--- src/rtl/button_conditioner_pkg.sv ---
// Shared types, width helper and 25 MHz default timing for the button conditioner.
package button_conditioner_pkg;

  typedef enum logic [1:0] {
    RELEASED = 2'd0,
    HELD     = 2'd1,
    DELAY    = 2'd2,
    REPEAT   = 2'd3
  } rep_state_t;

  // 25 MHz pixel clock: 10 ms debounce, 500 ms first repeat, 100 ms repeat period
  localparam int unsigned DEF_STABLE_CYCLES = 250000;
  localparam int unsigned DEF_REPEAT_DELAY  = 12500000;
  localparam int unsigned DEF_REPEAT_PERIOD = 2500000;

  function automatic int unsigned cnt_w(input int unsigned max);
    return $clog2(max + 1);
  endfunction

endpackage

--- src/rtl/button_conditioner_ch.sv ---
// One input channel: synchroniser, debounce counter and hold-to-repeat FSM.
// The release strobe is named release_pulse because 'release' is a reserved word.
module button_conditioner_ch
  import button_conditioner_pkg::*;
#(
  parameter int unsigned SYNC_STAGES   = 2,
  parameter int unsigned STABLE_CYCLES = DEF_STABLE_CYCLES,
  parameter int unsigned REPEAT_DELAY  = DEF_REPEAT_DELAY,
  parameter int unsigned REPEAT_PERIOD = DEF_REPEAT_PERIOD,
  parameter logic        INV           = 1'b0
) (
  input  logic clk,
  input  logic rst_n,
  input  logic raw,
  input  logic repeat_en,
  output logic level,
  output logic press,
  output logic release_pulse,
  output logic fire
);

  localparam int unsigned DW = cnt_w(STABLE_CYCLES);
  localparam int unsigned RW = cnt_w((REPEAT_DELAY > REPEAT_PERIOD) ? REPEAT_DELAY : REPEAT_PERIOD);

  localparam logic [1:0] S_RELEASED = RELEASED;
  localparam logic [1:0] S_HELD     = HELD;
  localparam logic [1:0] S_DELAY    = DELAY;
  localparam logic [1:0] S_REPEAT   = REPEAT;

  logic [SYNC_STAGES-1:0] sync;
  logic [DW-1:0]          dcnt;
  logic [RW-1:0]          rcnt;
  logic [RW-1:0]          rcnt_nxt;
  logic [1:0]             state;
  logic [1:0]             state_nxt;
  logic                   s;
  logic                   toggle;
  logic                   press_ev;
  logic                   rel_ev;
  logic                   rep_ev;

  // Inversion sits after the flops, so an active-low line reads pressed until flushed
  assign s        = sync[SYNC_STAGES-1] ^ INV;
  assign toggle   = (s != level) && (dcnt == DW'(STABLE_CYCLES - 1));
  assign press_ev = toggle && !level;
  assign rel_ev   = toggle && level;

  always_ff @(posedge clk or negedge rst_n) begin
    if (!rst_n) begin
      sync          <= '0;
      dcnt          <= '0;
      level         <= 1'b0;
      press         <= 1'b0;
      release_pulse <= 1'b0;
    end else begin
      sync          <= {sync[SYNC_STAGES-2:0], raw};
      press         <= press_ev;
      release_pulse <= rel_ev;
      if (s == level) begin
        dcnt <= '0;
      end else if (toggle) begin
        dcnt  <= '0;
        level <= ~level;
      end else begin
        dcnt <= dcnt + DW'(1);
      end
    end
  end

  // Release outranks everything; a disable outranks a terminal count
  always_comb begin
    state_nxt = state;
    rcnt_nxt  = rcnt;
    rep_ev    = 1'b0;
    if (rel_ev) begin
      state_nxt = S_RELEASED;
      rcnt_nxt  = '0;
    end else begin
      case (state)
        S_RELEASED: begin
          if (press_ev) begin
            state_nxt = repeat_en ? S_DELAY : S_HELD;
            rcnt_nxt  = '0;
          end
        end
        S_DELAY: begin
          if (!repeat_en) begin
            state_nxt = S_HELD;
            rcnt_nxt  = '0;
          end else if (rcnt == RW'(REPEAT_DELAY - 1)) begin
            state_nxt = S_REPEAT;
            rcnt_nxt  = '0;
            rep_ev    = 1'b1;
          end else begin
            rcnt_nxt = rcnt + RW'(1);
          end
        end
        S_REPEAT: begin
          if (!repeat_en) begin
            state_nxt = S_HELD;
            rcnt_nxt  = '0;
          end else if (rcnt == RW'(REPEAT_PERIOD - 1)) begin
            rcnt_nxt = '0;
            rep_ev   = 1'b1;
          end else begin
            rcnt_nxt = rcnt + RW'(1);
          end
        end
        default: state_nxt = state;
      endcase
    end
  end

  always_ff @(posedge clk or negedge rst_n) begin
    if (!rst_n) begin
      state <= S_RELEASED;
      rcnt  <= '0;
      fire  <= 1'b0;
    end else begin
      state <= state_nxt;
      rcnt  <= rcnt_nxt;
      fire  <= press_ev | rep_ev;
    end
  end

endmodule

--- src/rtl/button_conditioner.sv ---
// N_CH independent button/NES-line conditioners on the pixel clock.
module button_conditioner
  import button_conditioner_pkg::*;
#(
  parameter int unsigned    N_CH          = 8,
  parameter int unsigned    SYNC_STAGES   = 2,
  parameter int unsigned    STABLE_CYCLES = DEF_STABLE_CYCLES,
  parameter int unsigned    REPEAT_DELAY  = DEF_REPEAT_DELAY,
  parameter int unsigned    REPEAT_PERIOD = DEF_REPEAT_PERIOD,
  parameter logic [N_CH-1:0] INVERT       = '0
) (
  input  logic            clk,
  input  logic            rst_n,
  input  logic [N_CH-1:0] in_raw,
  input  logic [N_CH-1:0] repeat_en,
  output logic [N_CH-1:0] level,
  output logic [N_CH-1:0] press,
  output logic [N_CH-1:0] release_pulse,
  output logic [N_CH-1:0] fire
);

  for (genvar i = 0; i < int'(N_CH); i++) begin : g_ch
    button_conditioner_ch #(
      .SYNC_STAGES  (SYNC_STAGES),
      .STABLE_CYCLES(STABLE_CYCLES),
      .REPEAT_DELAY (REPEAT_DELAY),
      .REPEAT_PERIOD(REPEAT_PERIOD),
      .INV          (INVERT[i])
    ) u_ch (
      .clk          (clk),
      .rst_n        (rst_n),
      .raw          (in_raw[i]),
      .repeat_en    (repeat_en[i]),
      .level        (level[i]),
      .press        (press[i]),
      .release_pulse(release_pulse[i]),
      .fire         (fire[i])
    );
  end

endmodule

--- config.mk ---
export PLATFORM = sky130hd
export DESIGN_NAME = button_conditioner
export DESIGN_NICKNAME = d
export VERILOG_FILES = /design/src/rtl/button_conditioner_pkg.sv /design/src/rtl/button_conditioner_ch.sv /design/src/rtl/button_conditioner.sv
export SDC_FILE = /design/constraint.sdc
export NUM_CORES = 1
export LEC_CHECK = 0
export ABC_AREA = 1
export CAP_MARGIN = 20
export CORE_ASPECT_RATIO = 0.5
export CORE_MARGIN = 4
export CORE_UTILIZATION = 46
export DETAILED_ROUTE_END_ITERATION = 8
export MAX_ROUTING_LAYER = met4
export PLACE_DENSITY = 0.59
export SETUP_SLACK_MARGIN = 0.1
export SYNTH_ARGS = -nofsm -noshare
export SYNTH_HDL_FRONTEND = slang
export SYNTH_SLANG_ARGS = --single-unit
--- constraint.sdc ---
create_clock -name clk -period 2.35 [get_ports clk]
set_input_delay 0.47 -clock clk [delete_from_list [all_inputs] [get_ports clk]]
set_output_delay 0.47 -clock clk [all_outputs]
set_load 0.02 [all_outputs]
==> flow_summary.toml, run 1 <==
[outcome]
status = "completed"

[power_and_ir_drop]
p_leak_uw = 0.0148
vdd_drop_max_v = 0.000378
p_total_uw = 14200
power_density_mw_per_mm2 = 526

[routing]
vias_per_cell = 5.03
wire_per_inst_um = 12.9
vias = 21447
routed_wirelength_um = 54800
drc = 0
ant_nets = 0
drt_iter0_drc = 1586
dr.pass1.iters = 6

[clock_network]
cts_buffers = 42
cts_tree = "yes"
clk_pin_slew_worst_paths_ns = 0.06
clk_root_buffer_cell = "clkbuf_16"
h-tree-depth = 2
cts_buffer_depth = 3
clk-insertion-delay-late_ns = 0.56
cts_sinks = 400

[sta]
slew_violations = 0
hold_violations = 0
setup_tns_ns = 0
min_period_ns = 2.15
worstMarginPinSlew_ns = 0.805
fmax_mhz = 466
setup-violations-final = 0
rsz0062_at_grt = "true"
finalCritPeriodShare_pct = 91.4
skew_ns = 0.0173
slew_headroom_pct = 46.3
fin_ws_ns = 0.203

[setup_path]
end_kind = "primary output"
path_max_fanout = 7
crit_arrival_ns = 1.68
start_kind = "flip-flop"
required_ns = 1.88
slowest_delay_ns = 0.65
cpLargestDelayFamily = "buffers and inverters"
r2r_end = "g_ch[7].u_ch.rcnt[16]"
path_buf_inv = 1
worstSetupPathType = "reg -> out"
r2r-start = "g_ch[7].u_ch.rcnt[0]"
reg2reg_setup_slack_ns = 0.31
crit_chain = "clkdlybuf4s50_1"
crit_slowest_cell = "clkdlybuf4s50_1"
r2r_cells = 10

[layout]
area_growth_pct = 10.8
fin_util_pct = 51.8
drive_above_1_share_pct = 4.94
regArea_mm2 = 0.0100
nets = 3566
final_cell_count_no_fill = 4261
multi_input_area_mm2 = 0.0121
fillers = 5158
antennaDiodeCount = 0
final_common_cell = "nand2_1"
layout_common_cells = "1002 x nand2_1, 490 x nor2_1, 443 x inv_1, 397 x dfrtp_1, 312 x nand3_1"

[yosys]
netlist_instances = 3492
avgSynthCellArea_um2 = 7.00
syn_area_mm2 = 0.0244
ys_ff_latch = 400
syn-num-nets = 3526
yosysSeqAreaShare_pct = 41.0
ys_warn_count = 0
synthDistinctLibCells = 48

[die]
die_x_um = 334
num_io_pins = 50
dieArea_mm2 = 0.0571
core_region_area_mm2 = 0.0523
dieHeight_um = 171
num_rows = 59
start_util_pct = 46.7

[grt]
grt-ovfl-total = 0
grt_max_degree = 73
grt_pass1_wl_um = 96000
grt_usage_pct = 20.0
antenna_found_initial = 0
grt_pass1_vias = 20370

[hold_path]
holdPathEnd = "g_ch[5].u_ch.sync[0]"
hold_depth = 1
min-delay-start = "in_raw[5]"
min_path_type = "in -> reg"

[place]
placedCellCount = 4185
gp_congestion = 0.893
place_ws_ns = 0.0588
post-dp-hpwl_um = 39400
io_buffer_count = 49

[job]
drv_cap = 0
cell families (layout without fill, tap and decap cells):
kind of cell | count (synthesis) | count (layout) | synth area share (%)
DFF | 400 | 400 | 41.0
AOI/OAI and AO/OA | 222 | 222 | 4.81
buffers and inverters | 551 | 619 | 9.47
xor gates and xnor gates | 171 | 171 | 6.22
adders and majority gates | 16 | 16 | 0.819
and+or+nand+nor | 2132 | 2132 | 37.7
cells in the mapped netlist (all sizes together):
library cell | instances | share of area (%)
o22ai | 1 | 0.026
dfrtp | 400 | 41
and2 | 1 | 0.036
o31ai | 2 | 0.061
o21bai | 5 | 0.15
nand3 | 318 | 6.7
nand4 | 143 | 3.7
nand2 | 1010 | 16
or2 | 10 | 0.26
inv | 452 | 6.9
nand3b | 16 | 0.54
a31oi | 2 | 0.051
or3 | 1 | 0.026
nor2b | 1 | 0.026
a21oi | 67 | 1.4
ha | 16 | 0.82
clkbuf | 22 | 0.35
o311ai | 1 | 0.036
nor3 | 96 | 2.0
a211oi | 3 | 0.092
o211ai | 6 | 0.18
nor3b | 17 | 0.52
xnor2 | 23 | 0.86
o21ai | 133 | 2.7
o2bb2ai | 1 | 0.036
and3 | 5 | 0.13
buf | 77 | 2.2
nor4 | 5 | 0.13
xor2 | 148 | 5.4
o211a | 1 | 0.041
nor2 | 509 | 8.1
how the worst max path moves through the flow:
stage,from,endpoint,cells past startpoint
detailed placement,g_ch[1].u_ch.dcnt[0],g_ch[1].u_ch.rcnt[7],11
finish,g_ch[7].u_ch.level,level[7],1
floorplan,g_ch[6].u_ch.dcnt[0],g_ch[6].u_ch.rcnt[21],11
global route,g_ch[5].u_ch.rcnt[0],g_ch[5].u_ch.rcnt[18],8
global placement,g_ch[1].u_ch.dcnt[0],g_ch[1].u_ch.rcnt[2],11
CTS,g_ch[7].u_ch.level,level[7],1
final cells by class:
| cell class | count | area share [%] |
|---|---|---|
| multi-input combinational | 2541 | 44.8 |
| sequential | 400 | 37.0 |
| inverter | 452 | 6.28 |
| clock buffer | 63 | 4.77 |
| timing repair buffer | 94 | 3.41 |
| tap | 701 | 3.24 |
| clock inverter | 9 | 0.458 |
| timing repair inverter | 1 | 0.0277 |
flip-flops by register name, indices dropped and copies added, names as in the netlist:
signal	cells
g_ch.u_ch.rcnt	192
g_ch.u_ch.dcnt	144
g_ch.u_ch.fire	8
g_ch.u_ch.sync	16
g_ch.u_ch.press	8
g_ch.u_ch.release_pulse	8
g_ch.u_ch.state	16
g_ch.u_ch.level	8
report_power, final:
part | internal (uW) | total (uW) | switching [uW]
Clock | 4110 | 6900 | 2800
Sequential | 6930 | 6960 | 29.9
Combinational | 119 | 373 | 254
metal layers:
metal | vias to the layer above | wire, um | global-route usage [%]
met5 | - | 0 | -
met4 | 0 | 857 | 4.09
met3 | 75 | 1840 | 2.73
met2 | 298 | 24200 | 32.0
met1 | 9914 | 27900 | 27.6
li1 | 11160 | - | -
worst register-to-register path, delay by kind of cell (launching register included):
kind	cells	cell delay, ns
AO/OA/AOI/OAI	1	0.23
adder cells (fa/ha/maj)	1	0.20
buffers and inverters	1	0.14
flip-flops	1	0.38
AND/OR/NAND/NOR	7	0.97
per-stage QoR:
step,instance area [um2],hold slack (ns)
6_report,27100,0.350
5_1_grt,27100,0.320
4_1_cts,27000,0.309
3_5_place_dp,25600,0.336
3_3_place_gp,25600,0.332
2_1_floorplan,24400,0.174
repair_timing:
item                       4_1_cts  5_1_grt
pin swaps                        0        0
gates cloned                     0        1
setup endpoints to repair       11       31
hold buffers                     1        0
hold endpoints to repair        29        0
buffers inserted                 0        2
gates resized for setup          5        6
(Power assumes the default switching activity.)
==> run 2, diff against run 1 <==
--- a/config.mk
+++ b/config.mk
@@ -9,10 +9,10 @@
 export CAP_MARGIN = 20
 export CORE_ASPECT_RATIO = 0.5
 export CORE_MARGIN = 4
-export CORE_UTILIZATION = 46
+export CORE_UTILIZATION = 49
 export DETAILED_ROUTE_END_ITERATION = 8
 export MAX_ROUTING_LAYER = met4
-export PLACE_DENSITY = 0.59
+export PLACE_DENSITY = 0.62
 export SETUP_SLACK_MARGIN = 0.1
 export SYNTH_ARGS = -nofsm -noshare
 export SYNTH_HDL_FRONTEND = slang
==> run 2 against run 1 <==
Effect of this change:
- die area decreased by 5.9%
- sequential power barely moved
- fmax down 0.61%
- utilization up 3.3 points
- clock power down 7.0%
- worst hold slack got worse by 0.0016 ns
- worst setup slack lost 0.013 ns
- largest power group unchanged
- combinational power grew 1%
- global-route usage rose by 1.1 points
- register-to-register slack about the same
- non-clock buffer count up 6
==> flow_summary.toml, run 2 (synthesized netlist as in run 1, its figures left out) <==
[sta]
hold_ws_ns = 0.348
setup-violations-final = 0
slew_headroom_pct = 46.3
min_period_ns = 2.16
hold_violations = 0
setup_tns_ns = 0
skew_ns = 0.0182
rsz0062_at_grt = "true"
fmax_mhz = 463
finalCritPeriodShare_pct = 91.9
slew_violations = 0
worstMarginPinSlew_ns = 0.805

[setup_path]
worstSetupPathType = "reg -> out"
cpLargestDelayFamily = "buffers and inverters"
r2r_end = "g_ch[6].u_ch.state[1]"
reg2reg_setup_slack_ns = 0.30
crit_chain = "clkdlybuf4s50_1"
path_buf_inv = 1
required_ns = 1.88
crit_arrival_ns = 1.69
r2r-start = "g_ch[6].u_ch.dcnt[0]"
path_max_fanout = 7
crit_slowest_cell = "clkdlybuf4s50_1"
end_kind = "primary output"
start_kind = "flip-flop"
r2r_cells = 10
slowest_delay_ns = 0.66

[power_and_ir_drop]
p_sw_uw = 3160
combPwrFrac_pct = 2.8
pwr-share-seq_pct = 50.6
p_leak_uw = 0.0147
intPower_uw = 10600
power_density_mw_per_mm2 = 510
clkPwrFrac_pct = 46.6
vdd_drop_max_v = 0.000435
swShare_pct = 23.0
p_total_uw = 13800

[layout]
area_growth_pct = 10.3
largest_registers = "g_ch.u_ch.rcnt x192, g_ch.u_ch.dcnt x144"
antennaDiodeCount = 0
regMostFlops = "g_ch.u_ch.rcnt"
nets = 3569
largest_reg_flops = 192
layout_common_cells = "1003 x nand2_1, 491 x nor2_1, 443 x inv_1, 399 x dfrtp_1, 312 x nand3_1"
final_cell_count_no_fill = 4213
drive_above_1_share_pct = 4.99
final_common_cell = "nand2_1"
fin_util_pct = 55.1

[clock_network]
cts_sinks = 400
clk-insertion-delay-late_ns = 0.55
clk_root_buffer_cell = "clkbuf_16"
cts_buffers = 40
h-tree-depth = 2
clk_pin_slew_worst_paths_ns = 0.06
cts_buffer_depth = 3
cts_tree = "yes"

[die]
num_io_pins = 50
dieHeight_um = 166
num_rows = 57
dieArea_mm2 = 0.0537
core_region_area_mm2 = 0.0489
die_x_um = 324
start_util_pct = 49.9

[outcome]
status = "completed"

[hold_path]
min-delay-start = "g_ch[2].u_ch.sync[0]"
holdPathEnd = "g_ch[2].u_ch.sync[1]"
hold_depth = 0
min_path_type = "reg -> reg"

[place]
post-dp-hpwl_um = 39400
gp_congestion = 0.920
io_buffer_count = 49
placedCellCount = 4139

[grt]
grt_pass1_vias = 20261
grt_usage_pct = 21.1
grt_pass1_wl_um = 95700
grt_max_degree = 76
antenna_found_initial = 0
grt-ovfl-total = 0

[routing]
vias = 21432
routed_wirelength_um = 54200
drc = 0
wire_per_inst_um = 12.9
ant_nets = 0
vias_per_cell = 5.09
drt_iter0_drc = 1600
dr.pass1.iters = 6

[job]
drv_cap = 0
## run 2: metrics by stage
| step | area (um2) | setup WS (ns) |
|---|---|---|
| final | 26900 | 0.190 |
| after global routing | 26900 | 0.0835 |
| after CTS | 26900 | 0.108 |
| after detailed placement | 25600 | 0.0546 |
| after global placement | 25600 | 0.0937 |
| after floorplan | 24400 | 0.645 |
## run 2: repair_timing
action | 4_1_cts | 5_1_grt
pin swaps | 0 | 1
buffers inserted | 0 | 2
hold endpoints to repair | 35 | 0
hold buffers | 1 | 0
setup endpoints to repair | 10 | 24
gates resized for setup | 3 | 3
cloned | 0 | 0
## run 2: layout make-up
cell class	count	area, um2
Inverter	452	1700
Timing Repair Buffer	100	1020
Tap cell	649	812
Clock inverter	24	213
Clock buffer	47	1080
Multi-Input combinational cell	2541	12100
Fill cell	4749	22000
Sequential cell	400	10000
## run 2: worst max-delay path by stage
| stage | startpoint | end | slack [ns] | cells past startpoint |
|---|---|---|---|---|
| final | g_ch[3].u_ch.level | level[3] | 0.19 | 1 |
| after global routing | g_ch[6].u_ch.dcnt[0] | g_ch[6].u_ch.state[1] | 0.08 | 10 |
| after CTS | g_ch[2].u_ch.level | level[2] | 0.11 | 1 |
| after detailed placement | g_ch[1].u_ch.dcnt[0] | g_ch[1].u_ch.state[1] | 0.05 | 9 |
| after global placement | g_ch[1].u_ch.dcnt[0] | g_ch[1].u_ch.rcnt[7] | 0.09 | 11 |
| after floorplan | g_ch[6].u_ch.dcnt[0] | g_ch[6].u_ch.rcnt[21] | 0.64 | 11 |
## run 2: per-layer routing
metal	global-route usage, %	part of all wire, %	up-vias
met5	-	0	-
met4	3.52	1.3	0
met3	3.01	3.6	69
met2	33.1	45	327
met1	29.7	50	9881
li1	-	-	11155
## run 2: power by group through the flow
stage	combinational (uW)	sequential, uW	clock, uW
after floorplan	119	7080	0
after global placement	388	7090	0
after detailed placement	394	7090	0
after CTS	396	6960	6650
after global routing	440	6960	6990
final	378	6960	6420
==> run 3, diff against run 2 <==
--- a/config.mk
+++ b/config.mk
@@ -9,10 +9,11 @@
 export CAP_MARGIN = 20
 export CORE_ASPECT_RATIO = 0.5
 export CORE_MARGIN = 4
-export CORE_UTILIZATION = 49
+export CORE_UTILIZATION = 60
 export DETAILED_ROUTE_END_ITERATION = 8
+export GPL_TIMING_DRIVEN = 0
 export MAX_ROUTING_LAYER = met4
-export PLACE_DENSITY = 0.62
+export PLACE_DENSITY = 0.74
 export SETUP_SLACK_MARGIN = 0.1
 export SYNTH_ARGS = -nofsm -noshare
 export SYNTH_HDL_FRONTEND = slang
==> constraint.sdc (replaced) <==
create_clock -name clk -period 2.5 [get_ports clk]
set_input_delay 0.5 -clock clk [delete_from_list [all_inputs] [get_ports clk]]
set_output_delay 0.5 -clock clk [all_outputs]
set_load 0.02 [all_outputs]
==> run 3 against run 2 <==
Effect of this change:
- first-iteration DRC count fell by 9.9%
- critical path depth rose by 1
- total power is 4.4% lower
- sequential power decreased by 6.0%
- largest cell class unchanged
==> flow_summary.toml, run 3 (synthesized netlist as in run 1, its figures left out) <==
[outcome]
status = "completed"

[layout]
fillers = 3414
largest_reg_flops = 192
largest_registers = "g_ch.u_ch.rcnt x192, g_ch.u_ch.dcnt x144"
regMostFlops = "g_ch.u_ch.rcnt"
nets = 3620
final_common_cell = "nand2_1"
antennaDiodeCount = 0
drive_above_1_share_pct = 5.70
area_growth_pct = 10.7
layout_common_cells = "1004 x nand2_1, 491 x nor2_1, 444 x inv_1, 399 x dfrtp_1, 312 x nand3_1"

[die]
dieArea_mm2 = 0.0442
core_region_area_mm2 = 0.0396
dieHeight_um = 151
num_io_pins = 50
num_rows = 51
start_util_pct = 61.8
die_x_um = 293

[routing]
vias_per_cell = 5.31
routed_wirelength_um = 53200
drt_iter0_drc = 1442
vias = 22008
drc = 0
dr.pass1.iters = 5
wire_per_inst_um = 12.8
ant_nets = 0

[clock_network]
h-tree-depth = 2
cts_tree = "yes"
clk_root_buffer_cell = "clkbuf_16"
cts_buffer_depth = 3
cts_setup_buffers = 0
clk-insertion-delay-late_ns = 0.54
clk_pin_slew_worst_paths_ns = 0.06
cts_buffers = 39
cts_sinks = 400

[power_and_ir_drop]
pwr-share-seq_pct = 49.8
combPwrFrac_pct = 2.4
p_sw_uw = 2820
p_leak_uw = 0.0149
clkPwrFrac_pct = 47.9
power_density_mw_per_mm2 = 486
vdd_drop_max_v = 0.000436
intPower_uw = 10300
swShare_pct = 21.5

[setup_path]
r2r_cells = 11
worstSetupPathType = "reg -> out"
start_kind = "flip-flop"
end_kind = "primary output"
crit_arrival_ns = 1.78
reg2reg_setup_slack_ns = 0.39
required_ns = 2.00
r2r_end = "g_ch[5].u_ch.rcnt[17]"
path_max_fanout = 8
r2r-start = "g_ch[5].u_ch.dcnt[0]"

[sta]
fmax_mhz = 439
hold_violations = 0
skew_ns = 0.0129
fin_ws_ns = 0.224
slew_headroom_pct = 52.8
min_period_ns = 2.28
finalCritPeriodShare_pct = 91.0
setup-violations-final = 0
rsz0062_at_grt = "false"
worstMarginPinSlew_ns = 0.708
hold_ws_ns = 0.348
slew_violations = 0

[grt]
antenna_found_initial = 0
grt_pass1_wl_um = 93300
grt_usage_pct = 25.1
grt_pass1_vias = 20467
grt_max_degree = 121
grt-ovfl-total = 0

[place]
post-dp-hpwl_um = 38500
gp_congestion = 0.966
place_ws_ns = 0.0136
io_buffer_count = 49

[hold_path]
holdPathEnd = "g_ch[2].u_ch.sync[1]"
min-delay-start = "g_ch[2].u_ch.sync[0]"
hold_depth = 0
min_path_type = "reg -> reg"

[job]
drv_cap = 0
==> run 3: changes by cell type in the layout (fill, tap and decap cells not counted), moves of 4 or more <==
cell        before  now
buf_2            0   32
clkinv_4         4    0
clkinvlp_4      12    1
clkbuf_1         3   23
buf_12          11    0
clkbuf_8         3    7
buf_6            0    9
==> run 3: critical path, cell delays in order (launching register included) <==
cell	delay [ns]
dfrtp_1	0.50
buf_4	0.16
clkdlybuf4s50_1	0.59
==> run 3: final cells by class <==
cell class	instances	area, um2	share of cell area [%]
repair buffers	53	588	2.17
inverters	452	1700	6.27
multi-input cells	2541	12100	44.8
well taps	530	663	2.45
clock buffers	52	1140	4.21
clock inverters	17	220	0.814
flip-flops and latches	400	10000	37.0
plain buffers	99	618	2.29
==> run 3: worst max path at each step <==
stage                              start               endpoint  cells past startpoint
floorplan           g_ch[6].u_ch.dcnt[0]  g_ch[6].u_ch.rcnt[21]                     11
global placement                   rst_n   g_ch[4].u_ch.rcnt[0]                      1
detailed placement          repeat_en[7]   g_ch[7].u_ch.rcnt[0]                      7
CTS                   g_ch[7].u_ch.level               level[7]                      2
global route        g_ch[5].u_ch.dcnt[0]  g_ch[5].u_ch.rcnt[17]                     11
finish                g_ch[0].u_ch.level               level[0]                      2
==> run 3: routing by layer <==
layer / global-route usage [%] / vias to the layer above / share of wire [%]
li1: - / 11267 / -
met1: 34.5 / 10237 / 49
met2: 41.2 / 419 / 46
met3: 3.14 / 85 / 4.4
met4: 4.57 / 0 / 1.4
met5: - / - / 0
==> run 3: stage by stage <==
stage	util [%]	instances	power [uW]	instance area (um2)	TNS [ns]
final	68.4	4144	13100	27000	0
after global routing	68.4	4144	13700	27000	0
after CTS	68.3	4144	13300	27000	0
after detailed placement	64.9	4074	6990	25700	0
after global placement	64.7	4071	6970	25600	-6603.06
after floorplan	-	3492	6770	24400	0
==> run 3: power by group through the flow <==
stage | clock, uW | combinational, uW | sequential, uW
6_report | 6290 | 311 | 6540
3_3_place_gp | 0 | 298 | 6680
5_1_grt | 6750 | 368 | 6540
4_1_cts | 6450 | 325 | 6540
2_1_floorplan | 0 | 112 | 6660
3_5_place_dp | 0 | 323 | 6660
==> run 3: what timing repair did <==
item / in CTS / in global routing
gates resized for setup: 0 / 2
setup endpoints to repair: 0 / 3
hold buffers: 1 / 0
endpoints found under the hold margin: 6 / 0
